==> src/rtl/scan_pkg.sv <==
// rtl/scan_pkg.sv - mode encodings shared by the scan buffer controller and its bench-facing state port
package scan_pkg;

    localparam int STATE_W = 3;

    typedef logic [STATE_W-1:0] state_t;

    localparam state_t ST_LOW_POWER = 3'd0;
    localparam state_t ST_ACTIVE    = 3'd1;
    localparam state_t ST_STANDBY   = 3'd2;
    localparam state_t ST_IDLE      = 3'd3;
    localparam state_t ST_FLUSH     = 3'd4;
    localparam state_t ST_TRANSFER  = 3'd5;

endpackage

==> src/rtl/scan_mem.sv <==
// rtl/scan_mem.sv - DEPTH x DATA_W flop array, one sync write port, one async read port, per-entry sync clear
module scan_mem #(
    parameter int DATA_W = 8,
    parameter int DEPTH  = 10,
    parameter int AW     = $clog2(DEPTH + 1)
) (
    input  logic              clk,
    input  logic              we,
    input  logic [AW-1:0]     waddr,
    input  logic [DATA_W-1:0] wdata,
    input  logic              clr,
    input  logic [AW-1:0]     caddr,
    input  logic [AW-1:0]     raddr,
    output logic [DATA_W-1:0] rdata
);

    logic [DATA_W-1:0] mem_q [DEPTH];

    always_ff @(posedge clk) begin
        for (int i = 0; i < DEPTH; i++) begin
            if (we && (waddr == AW'(i))) begin
                mem_q[i] <= wdata;
            end else if (clr && (caddr == AW'(i))) begin
                mem_q[i] <= '0;
            end
        end
    end

    // Pointers can sit at DEPTH after the last beat; read back zero there.
    assign rdata = (raddr < AW'(DEPTH)) ? mem_q[raddr] : '0;

endmodule

==> src/rtl/scan_buffer_ctrl.sv <==
// rtl/scan_buffer_ctrl.sv - scanner front end: capture buffer, drain stream, power modes, peer early-warning flags
// Optional write checksum output enabled by SCAN_CKSUM_EN.
module scan_buffer_ctrl
    import scan_pkg::*;
#(
    parameter int DATA_W       = 8,
    parameter int DEPTH        = 10,
    parameter int READY_MARGIN = 3,
    parameter int START_MARGIN = 2,
    localparam int FW          = $clog2(DEPTH + 1)
) (
    input  logic              clk,
    input  logic              rst,
    input  logic              start_scan,
    input  logic              go_to_standby,
    input  logic              transfer,
    input  logic              flush_req,
    input  logic              wr_en,
    input  logic [DATA_W-1:0] wr_data,
    input  logic              rd_ready,
    output logic              rd_valid,
    output logic [DATA_W-1:0] rd_data,
    output logic [FW-1:0]     fill,
    output logic [2:0]        state,
    output logic              ready_to_transfer,
    output logic              ready_second_buffer,
    output logic              start_second_buffer,
    output logic              overflow,
    output logic              done
`ifdef SCAN_CKSUM_EN
    ,
    output logic [DATA_W-1:0] cksum
`endif
);

    localparam logic [FW-1:0] FULL_FILL  = FW'(DEPTH);
    localparam logic [FW-1:0] READY_FILL = FW'(DEPTH - READY_MARGIN);
    localparam logic [FW-1:0] START_FILL = FW'(DEPTH - START_MARGIN);
    localparam logic [FW-1:0] ONE        = FW'(1);

    state_t          state_q, state_d;
    logic [FW-1:0]   wr_ptr_q, wr_ptr_d, rd_ptr_q, rd_ptr_d;
    logic            rts_q, rts_d, rsb_q, rsb_d, ssb_q, ssb_d;
    logic            ovf_q, ovf_d, done_q, done_d;
    logic            wr_accept, beat, xfer_last, flush_clr;
    logic [FW-1:0]   fill_post, clr_addr;
`ifdef SCAN_CKSUM_EN
    logic [DATA_W-1:0] cksum_q, cksum_d;
`endif

    scan_mem #(
        .DATA_W (DATA_W),
        .DEPTH  (DEPTH),
        .AW     (FW)
    ) u_mem (
        .clk   (clk),
        .we    (wr_accept),
        .waddr (wr_ptr_q),
        .wdata (wr_data),
        .clr   (flush_clr),
        .caddr (clr_addr),
        .raddr (rd_ptr_q),
        .rdata (rd_data)
    );

    assign wr_accept = (state_q == ST_ACTIVE) && wr_en && (wr_ptr_q < FULL_FILL);
    assign fill_post = wr_ptr_q + {{(FW-1){1'b0}}, wr_accept};
    assign rd_valid  = (state_q == ST_TRANSFER) && (rd_ptr_q < wr_ptr_q);
    assign beat      = rd_valid && rd_ready;
    assign xfer_last = (state_q == ST_TRANSFER) &&
                       (!rd_valid || (beat && ((rd_ptr_q + ONE) == wr_ptr_q)));
    assign flush_clr = (state_q == ST_FLUSH) && (wr_ptr_q != '0);
    assign clr_addr  = wr_ptr_q - ONE;

    always_ff @(posedge clk) begin
        if (rst) begin
            state_q  <= ST_LOW_POWER;
            wr_ptr_q <= '0;
            rd_ptr_q <= '0;
            rts_q    <= 1'b0;
            rsb_q    <= 1'b0;
            ssb_q    <= 1'b0;
            ovf_q    <= 1'b0;
            done_q   <= 1'b0;
`ifdef SCAN_CKSUM_EN
            cksum_q  <= '0;
`endif
        end else begin
            state_q  <= state_d;
            wr_ptr_q <= wr_ptr_d;
            rd_ptr_q <= rd_ptr_d;
            rts_q    <= rts_d;
            rsb_q    <= rsb_d;
            ssb_q    <= ssb_d;
            ovf_q    <= ovf_d;
            done_q   <= done_d;
`ifdef SCAN_CKSUM_EN
            cksum_q  <= cksum_d;
`endif
        end
    end

    always_comb begin
        state_d = state_q;
        case (state_q)
            ST_LOW_POWER: begin
                if (start_scan && !transfer) state_d = ST_ACTIVE;
                else if (go_to_standby)      state_d = ST_STANDBY;
            end
            ST_STANDBY:  if (start_scan) state_d = ST_ACTIVE;
            ST_ACTIVE: begin
                if (transfer)                   state_d = ST_TRANSFER;
                else if (fill_post == FULL_FILL) state_d = ST_IDLE;
            end
            ST_IDLE: begin
                if (transfer)       state_d = ST_TRANSFER;
                else if (flush_req) state_d = ST_FLUSH;
            end
            ST_FLUSH:    if (wr_ptr_q <= ONE) state_d = ST_LOW_POWER;
            ST_TRANSFER: if (xfer_last) state_d = ST_LOW_POWER;
            default:     state_d = ST_LOW_POWER;
        endcase
    end

    always_comb begin
        wr_ptr_d = wr_ptr_q;
        rd_ptr_d = rd_ptr_q;
        rts_d    = rts_q;
        rsb_d    = rsb_q;
        ssb_d    = ssb_q;
        ovf_d    = ovf_q;
        done_d   = 1'b0;
`ifdef SCAN_CKSUM_EN
        cksum_d  = cksum_q;
`endif
        case (state_q)
            ST_LOW_POWER: begin
                wr_ptr_d = '0;
                rd_ptr_d = '0;
                rts_d    = 1'b0;
                rsb_d    = 1'b0;
                ssb_d    = 1'b0;
                ovf_d    = 1'b0;
`ifdef SCAN_CKSUM_EN
                cksum_d  = '0;
`endif
            end
            ST_ACTIVE: begin
                wr_ptr_d = fill_post;
                rts_d    = fill_post >= READY_FILL;
                rsb_d    = fill_post >= READY_FILL;
                ssb_d    = fill_post >= START_FILL;
                if (wr_en && (wr_ptr_q == FULL_FILL)) ovf_d = 1'b1;
`ifdef SCAN_CKSUM_EN
                if (wr_accept) cksum_d = cksum_q ^ wr_data;
`endif
            end
            // IDLE is only reached with a full buffer, so any write here is lost.
            ST_IDLE: begin
                rts_d = 1'b1;
                rsb_d = 1'b0;
                ssb_d = 1'b0;
                if (wr_en) ovf_d = 1'b1;
            end
            ST_FLUSH: begin
                if (flush_clr) wr_ptr_d = wr_ptr_q - ONE;
            end
            ST_TRANSFER: begin
                if (beat) rd_ptr_d = rd_ptr_q + ONE;
                done_d = xfer_last;
            end
            default: ;
        endcase
    end

    assign fill                = wr_ptr_q;
    assign state               = state_q;
    assign ready_to_transfer   = rts_q;
    assign ready_second_buffer = rsb_q;
    assign start_second_buffer = ssb_q;
    assign overflow            = ovf_q;
    assign done                = done_q;
`ifdef SCAN_CKSUM_EN
    assign cksum               = cksum_q;
`endif

endmodule

==> config.mk <==
export PLATFORM = sky130hd
export DESIGN_NAME = scan_buffer_ctrl
export DESIGN_NICKNAME = d
export VERILOG_FILES = /design/src/rtl/scan_pkg.sv /design/src/rtl/scan_mem.sv /design/src/rtl/scan_buffer_ctrl.sv
export SDC_FILE = /design/constraint.sdc
export NUM_CORES = 1
export LEC_CHECK = 0
export BUFFER_PORTS_ARGS = -buffer_cell sky130_fd_sc_hd__buf_2
export CORE_MARGIN = 10
export CORE_UTILIZATION = 53
export DETAILED_ROUTE_END_ITERATION = 6
export PLACE_DENSITY = 0.72
export SETUP_SLACK_MARGIN = 0.02
export SYNTH_ARGS = -nofsm -noshare
export SYNTH_HDL_FRONTEND = slang
export SYNTH_SLANG_ARGS = --single-unit
==> constraint.sdc <==
create_clock -name clk -period 3.7 [get_ports clk]
set_input_delay 0.74 -clock clk [delete_from_list [all_inputs] [get_ports clk]]
set_output_delay 0.74 -clock clk [all_outputs]
set_load 0.01 [all_outputs]
## Yosys cells after proc, flatten, opt, wreduce, memory -nomap -nowiden

Memory sizes are Yosys's and may differ from the RTL's. A register that Yosys moved wholly into a read port is not among the register bits.
Index checks and enable logic that the tools add are counted.

- Register bits: 16
- Bits in latches: 0
- Bits in writable memories: 80
- ROM bits: 0
- Output and inout port bits: 21
- Word-level logic and storage cells: 230
- Memories: 1

- Add/subtract/negate cells: 3
- Multipliers: 0
- Div/mod/pow operators: 0
- Magnitude comparators: 6
- Equal/unequal tests: 36
- Shift-type cells: 0
- Multiplexer cells: 110
- Bitwise gates (word level): 11
- Reductions and logical operators: 55

Memory list:

| memory | depth | bits a word | read ports | clocked after Yosys merged registers in | write ports | RTL line | text |
|---|---|---|---|---|---|---|---|
| u_mem.mem_q | 10 | 8 | 1 | 1 | 1 | scan_mem.sv:17 | `logic [DATA_W-1:0] mem_q [DEPTH];` |

Operator list:

| kind | count |
|---|---|
| 8-bit two-way mux | 20 |
| 8-bit OR reduction | 9 |
| 1-bit two-way mux | 61 |
| 4-bit two-way mux | 13 |
| 4-bit by 3-bit equality test with 1-bit output, second input constant | 8 |
| 1-bit logical AND | 29 |
| 3-bit two-way mux | 9 |
| 4-bit equality test, second input constant | 6 |
| 3-bit case mux with 6 select lines | 1 |
| 4-bit by 2-bit equality test with 1-bit output, second input constant | 4 |
| 4-bit case mux with 3 select lines | 1 |
| 1-bit bitwise OR | 10 |
| 4-bit by 1-bit equality test with 1-bit output, second input constant | 2 |
| 4-bit logical NOT | 2 |
| 4-bit < comparator, second input constant | 2 |
| 2-bit != test, second input constant | 4 |
| 4-bit case mux with 2 select lines | 1 |
| 3-bit by 2-bit equality test with 1-bit output, second input constant | 2 |
| 3-bit equality test, second input constant | 2 |
| 2-bit by 1-bit != test with 1-bit output, second input constant | 3 |
| 3-bit != test, second input constant | 2 |
| 1-bit case mux with 3 select lines | 2 |
| 6-bit AND reduction | 1 |
| 3-bit nonzero test | 2 |
| other kinds (20) | 25 |

## Logic depth before layout (Yosys ltp)

- Depth in word-level cells: 17
- Gate-level depth with buffers: 10
- Gate-level depth less buffers: 9

## Modules after synthesis

From an unflattened synthesis, not the netlist that was laid out.

- Cells, all modules: 444
- Area total of the unflattened synthesis: 5,122.4 um^2

Modules (own cells, without submodules):

| module | times used | cells an instance | area each (um^2) |
|---|---|---|---|
| scan_mem | 1 | 290 | 3,901.2 |
| scan_buffer_ctrl | 1 | 154 | 1,221.2 |

## Worst setup path before layout

Ideal clock, no wire load.

- Path kind: flip-flop to output port
- Start point: reg with a tool-made name
- End point: out rd_data[4]
- Arrival time: 1.725 ns
- Required time: 2.960 ns
- Setup slack: 1.235 ns
- Stages on the path, launching flop included: 7
- Buffers on the path: 2
- Cell sequence: dfxtp_1 buf_2 buf_2 mux4_2 nor2b_1 a211oi_1 a211oi_1

RTL lines:

| what | RTL line | text |
|---|---|---|
| end, declared | scan_buffer_ctrl.sv:22 | `output logic [DATA_W-1:0] rd_data,` |

==> flow_metrics.py <==
metrics = {
    "hold_path": {
        "min_path_type": "reg2reg",
        "min_path_cells": 2,
        "hold_path_end": "ready_to_transfer$_SDFFE_PP0P_",
        "worstHoldStart": "ready_to_transfer$_SDFFE_PP0P_",
    },
    "critical_path": {
        "r2r_cells": 9,
        "rr_endpoint": "state[0]$_SDFFE_PP0P_",
        "reg2reg_from": "state[0]$_SDFFE_PP0P_",
        "startpoint_type": "flop",
        "cp.arrival_ps": 2390,
        "required_ps": 2960,
        "reg2reg_setup_slack_ps": 720,
        "end_kind": "output port",
        "path_class": "reg2out",
        "crit_fanout": 24,
        "worst_path_most_repeated_cell": "a211oi_1",
        "max_stage_delay_ps": 570,
        "cp_slowest_cell": "mux4_2",
        "path_cells": "buf_4 -> mux4_2 -> nor2b_1 -> a211oi_1 -> a211oi_1 -> buf_2",
    },
    "layout": {
        "num-nets-final": 477,
        "drive_above_1_share_pct": 17.8,
        "area_delta_synth_final_pct": 9.83,
        "multi_input_area_mm2": 0.00219,
        "regArea_mm2": 0.00272,
        "nFillCells": 743,
        "instances_no_fill": 583,
        "finish.utilization_pct": 59.9,
        "diodes": 0,
    },
    "detailed_routing": {
        "drt-total-wl_um": 11400,
        "ant_nets": 0,
        "avgViaCountPerCell": 5.73,
        "wl_per_cell_um": 19.6,
        "via_count": 3338,
        "drt_first_pass_iters": 4,
        "drt-initial-drc-count": 325,
        "drc_errors": 0,
    },
    "timing": {
        "finalMaxSlewViolations": 0,
        "layout_min_cycle_time_ps": 3130,
        "setup_viol": 0,
        "fin_hold_ws_ps": 479,
        "slew_headroom_pct": 44.0,
        "tightest_slew_ps": 839,
        "fmax_mhz": 320,
        "setup-tns-final_ps": 0,
        "rsz0062_at_grt": "false",
        "hold_violations": 0,
        "period_share_pct": 84.5,
        "skew_ps": 15.5,
    },
    "clock_tree": {
        "post_cts_resized": 0,
        "cts_setup_buffers": 0,
        "ctsHoldBuffers": 0,
        "htree_levels": 3,
        "clk_pin_slew_ps": 100,
        "clkLatencyLatePin_ps": 380,
        "cts_buffers": 9,
        "clock_sinks": 100,
        "root_buffer": "clkbuf_8",
        "clockBufferDepth": 2,
        "cts_tree": "done",
    },
    "yosys": {
        "async_reset_ff_share_pct": 0,
        "syn_area_mm2": 0.00504,
        "synthCells": 416,
        "yosysUniqueCellTypes": 49,
        "synth_edf_count": 72,
        "synth_seq_cells": 100,
        "ys_seq_area_share_pct": 54.0,
        "synth_warnings": 0,
        "synth_ff_type": "edfxtp_1",
        "synthesis.nets": 444,
        "syn_avg_cell_area_um2": 12.1,
    },
    "global_routing": {
        "top_usage_layer": "met2",
        "antenna_found_initial": 0,
        "grt_max_degree": 25,
        "grt_usage_pct": 16.9,
        "gr-total-overflow": 0,
        "use_met3_pct": 2.49,
        "grt_pass1_vias": 3428,
        "grt_use_met2_pct": 27.2,
        "grt_pass1_wl_um": 18800,
        "grtUsageMet1_pct": 22.8,
    },
    "pwr": {
        "pwr-share-clk_pct": 24.6,
        "switching_share_pct": 34.4,
        "leakage_nw": 2.03,
        "comb_power_share_pct": 26.1,
        "power_switching_w": 0.000982,
        "powerDensity_mw_per_mm2": 516,
        "pwr-share-seq_pct": 49.2,
        "ir_worst_vdd_mv": 0.194,
        "intPower_w": 0.00188,
    },
    "job": {
        "max_cap_violations": 0,
    },
    "floorplan": {
        "die_area_mm2": 0.0138,
        "num_rows": 35,
        "dieWidth_um": 118,
        "pin_count": 37,
        "placeableCoreArea_mm2": 0.00924,
        "chipHeight_um": 118,
        "initial_core_util_pct": 54.6,
    },
    "placed_design": {
        "portBuffers": 36,
        "hpwl_um": 8050,
        "placedCellCount": 567,
        "gp_congestion": 0.884,
    },
    "status": {
        "status": "complete, no violations",
    },
}
area by class of cell:
cell class                      instances  area share (%)
Clock inverter                          7            1.45
Inverter                               10           0.678
Timing Repair Buffer                   41            3.93
Clock buffer                            9            2.24
Sequential cell                       100            49.2
Tap cell                              129            2.92
Multi-Input combinational cell        287            39.6
logic make-up (layout without fill, tap and decap cells):
logic type | count (synthesis) | after routing | share of synthesized area (%)
fa+ha+maj | 12 | 12 | 2.98
simple gates | 165 | 165 | 18.6
compound gates | 67 | 67 | 9.63
xor+xnor | 9 | 9 | 1.56
mux | 34 | 34 | 10.7
flops | 100 | 100 | 54.0
buf+inv | 29 | 67 | 2.48
critical path, delay by kind of cell (launching register included):
kind,cells,cell delay [ps]
mux,1,570
compound gates,2,360
buf+inv,2,590
simple gates,1,150
flops,1,340
cell usage after synthesis, types with 2 or more instances:
cell | instances | area (µm²)
a211oi_1 | 21 | 158
a21o_1 | 6 | 45.0
a21oi_1 | 7 | 35.0
a221oi_1 | 2 | 17.5
a22oi_1 | 3 | 22.5
a31oi_1 | 3 | 18.8
and2_1 | 33 | 206
and2b_1 | 10 | 75.1
and3_1 | 2 | 12.5
buf_2 | 5 | 25.0
buf_4 | 2 | 15.0
clkbuf_1 | 10 | 37.5
clkbuf_2 | 2 | 10.0
dfxtp_1 | 28 | 561
edfxtp_1 | 72 | 2160
ha_1 | 12 | 150
inv_1 | 10 | 37.5
mux2i_1 | 18 | 180
mux4_2 | 16 | 360
nand2_1 | 18 | 67.6
nand3_1 | 11 | 55.1
nand4b_1 | 2 | 17.5
nor2_1 | 30 | 113
nor2_2 | 2 | 12.5
nor2b_1 | 43 | 269
nor3_1 | 3 | 15.0
nor3b_1 | 3 | 22.5
o211ai_1 | 3 | 22.5
o21a_1 | 3 | 22.5
o21ai_0 | 6 | 30.0
o22ai_1 | 2 | 12.5
o31ai_1 | 3 | 22.5
or3_1 | 2 | 12.5
xnor2_1 | 7 | 61.3
xor2_1 | 2 | 17.5
per-layer routing:
metal	share of wire, %	wire length (µm)	up-vias
li1	-	-	1601
met1	43	4890	1613
met2	50	5660	108
met3	6.1	700	16
met4	1.5	174	0
met5	0	0	-
how the worst max path moves through the flow:
stage	from	endpoint	slack, ps	depth (start not counted)
6_report	flop	rd_data[0]	570	6
2_1_floorplan	flop	rd_data[4]	1230	6
4_1_cts	flop	rd_data[3]	520	6
3_5_place_dp	state[0]$_SDFFE_PP0P_	state[0]$_SDFFE_PP0P_	790	9
3_3_place_gp	state[0]$_SDFFE_PP0P_	state[0]$_SDFFE_PP0P_	820	9
5_1_grt	flop	rd_data[6]	420	6
through the flow:
step | instance area (µm²) | setup slack, ps | total power, W
final | 5540 | 573 | 0.00286
after global routing | 5540 | 419 | 0.00300
after CTS | 5540 | 524 | 0.00286
after detailed placement | 5330 | 792 | 0.00217
after global placement | 5330 | 817 | 0.00214
after floorplan | 5040 | 1230 | 0.00196
layout by cell type (no fill, tap or decap), types with 10 or more instances in the layout:
cell	synthesis	final
edfxtp_1	72	72
nor2b_1	43	43
buf_2	5	36
and2_1	33	33
nor2_1	30	30
dfxtp_1	28	28
a211oi_1	21	21
mux2i_1	18	18
nand2_1	18	18
mux4_2	16	16
ha_1	12	12
nand3_1	11	11
inv_1	10	10
and2b_1	10	10
power by group through the flow:
stage / combinational [W] / clock [W] / sequential, W
2_1_floorplan: 0.000579 / 0 / 0.00139
3_3_place_gp: 0.000714 / 0 / 0.00142
3_5_place_dp: 0.000740 / 0 / 0.00143
4_1_cts: 0.000745 / 0.000710 / 0.00141
5_1_grt: 0.000833 / 0.000739 / 0.00142
6_report: 0.000747 / 0.000704 / 0.00141
registers in the layout, indices dropped and copies added, names as in the netlist, named ones only:
| signal | cells |
|---|---|
| ready_second_buffer | 1 |
| ready_to_transfer | 1 |
| state | 3 |
| u_mem.mem_q | 80 |
| start_second_buffer | 1 |
| done | 1 |
| rd_ptr_q | 4 |
| overflow | 1 |
| fill | 4 |
(Power assumes the default switching activity.)
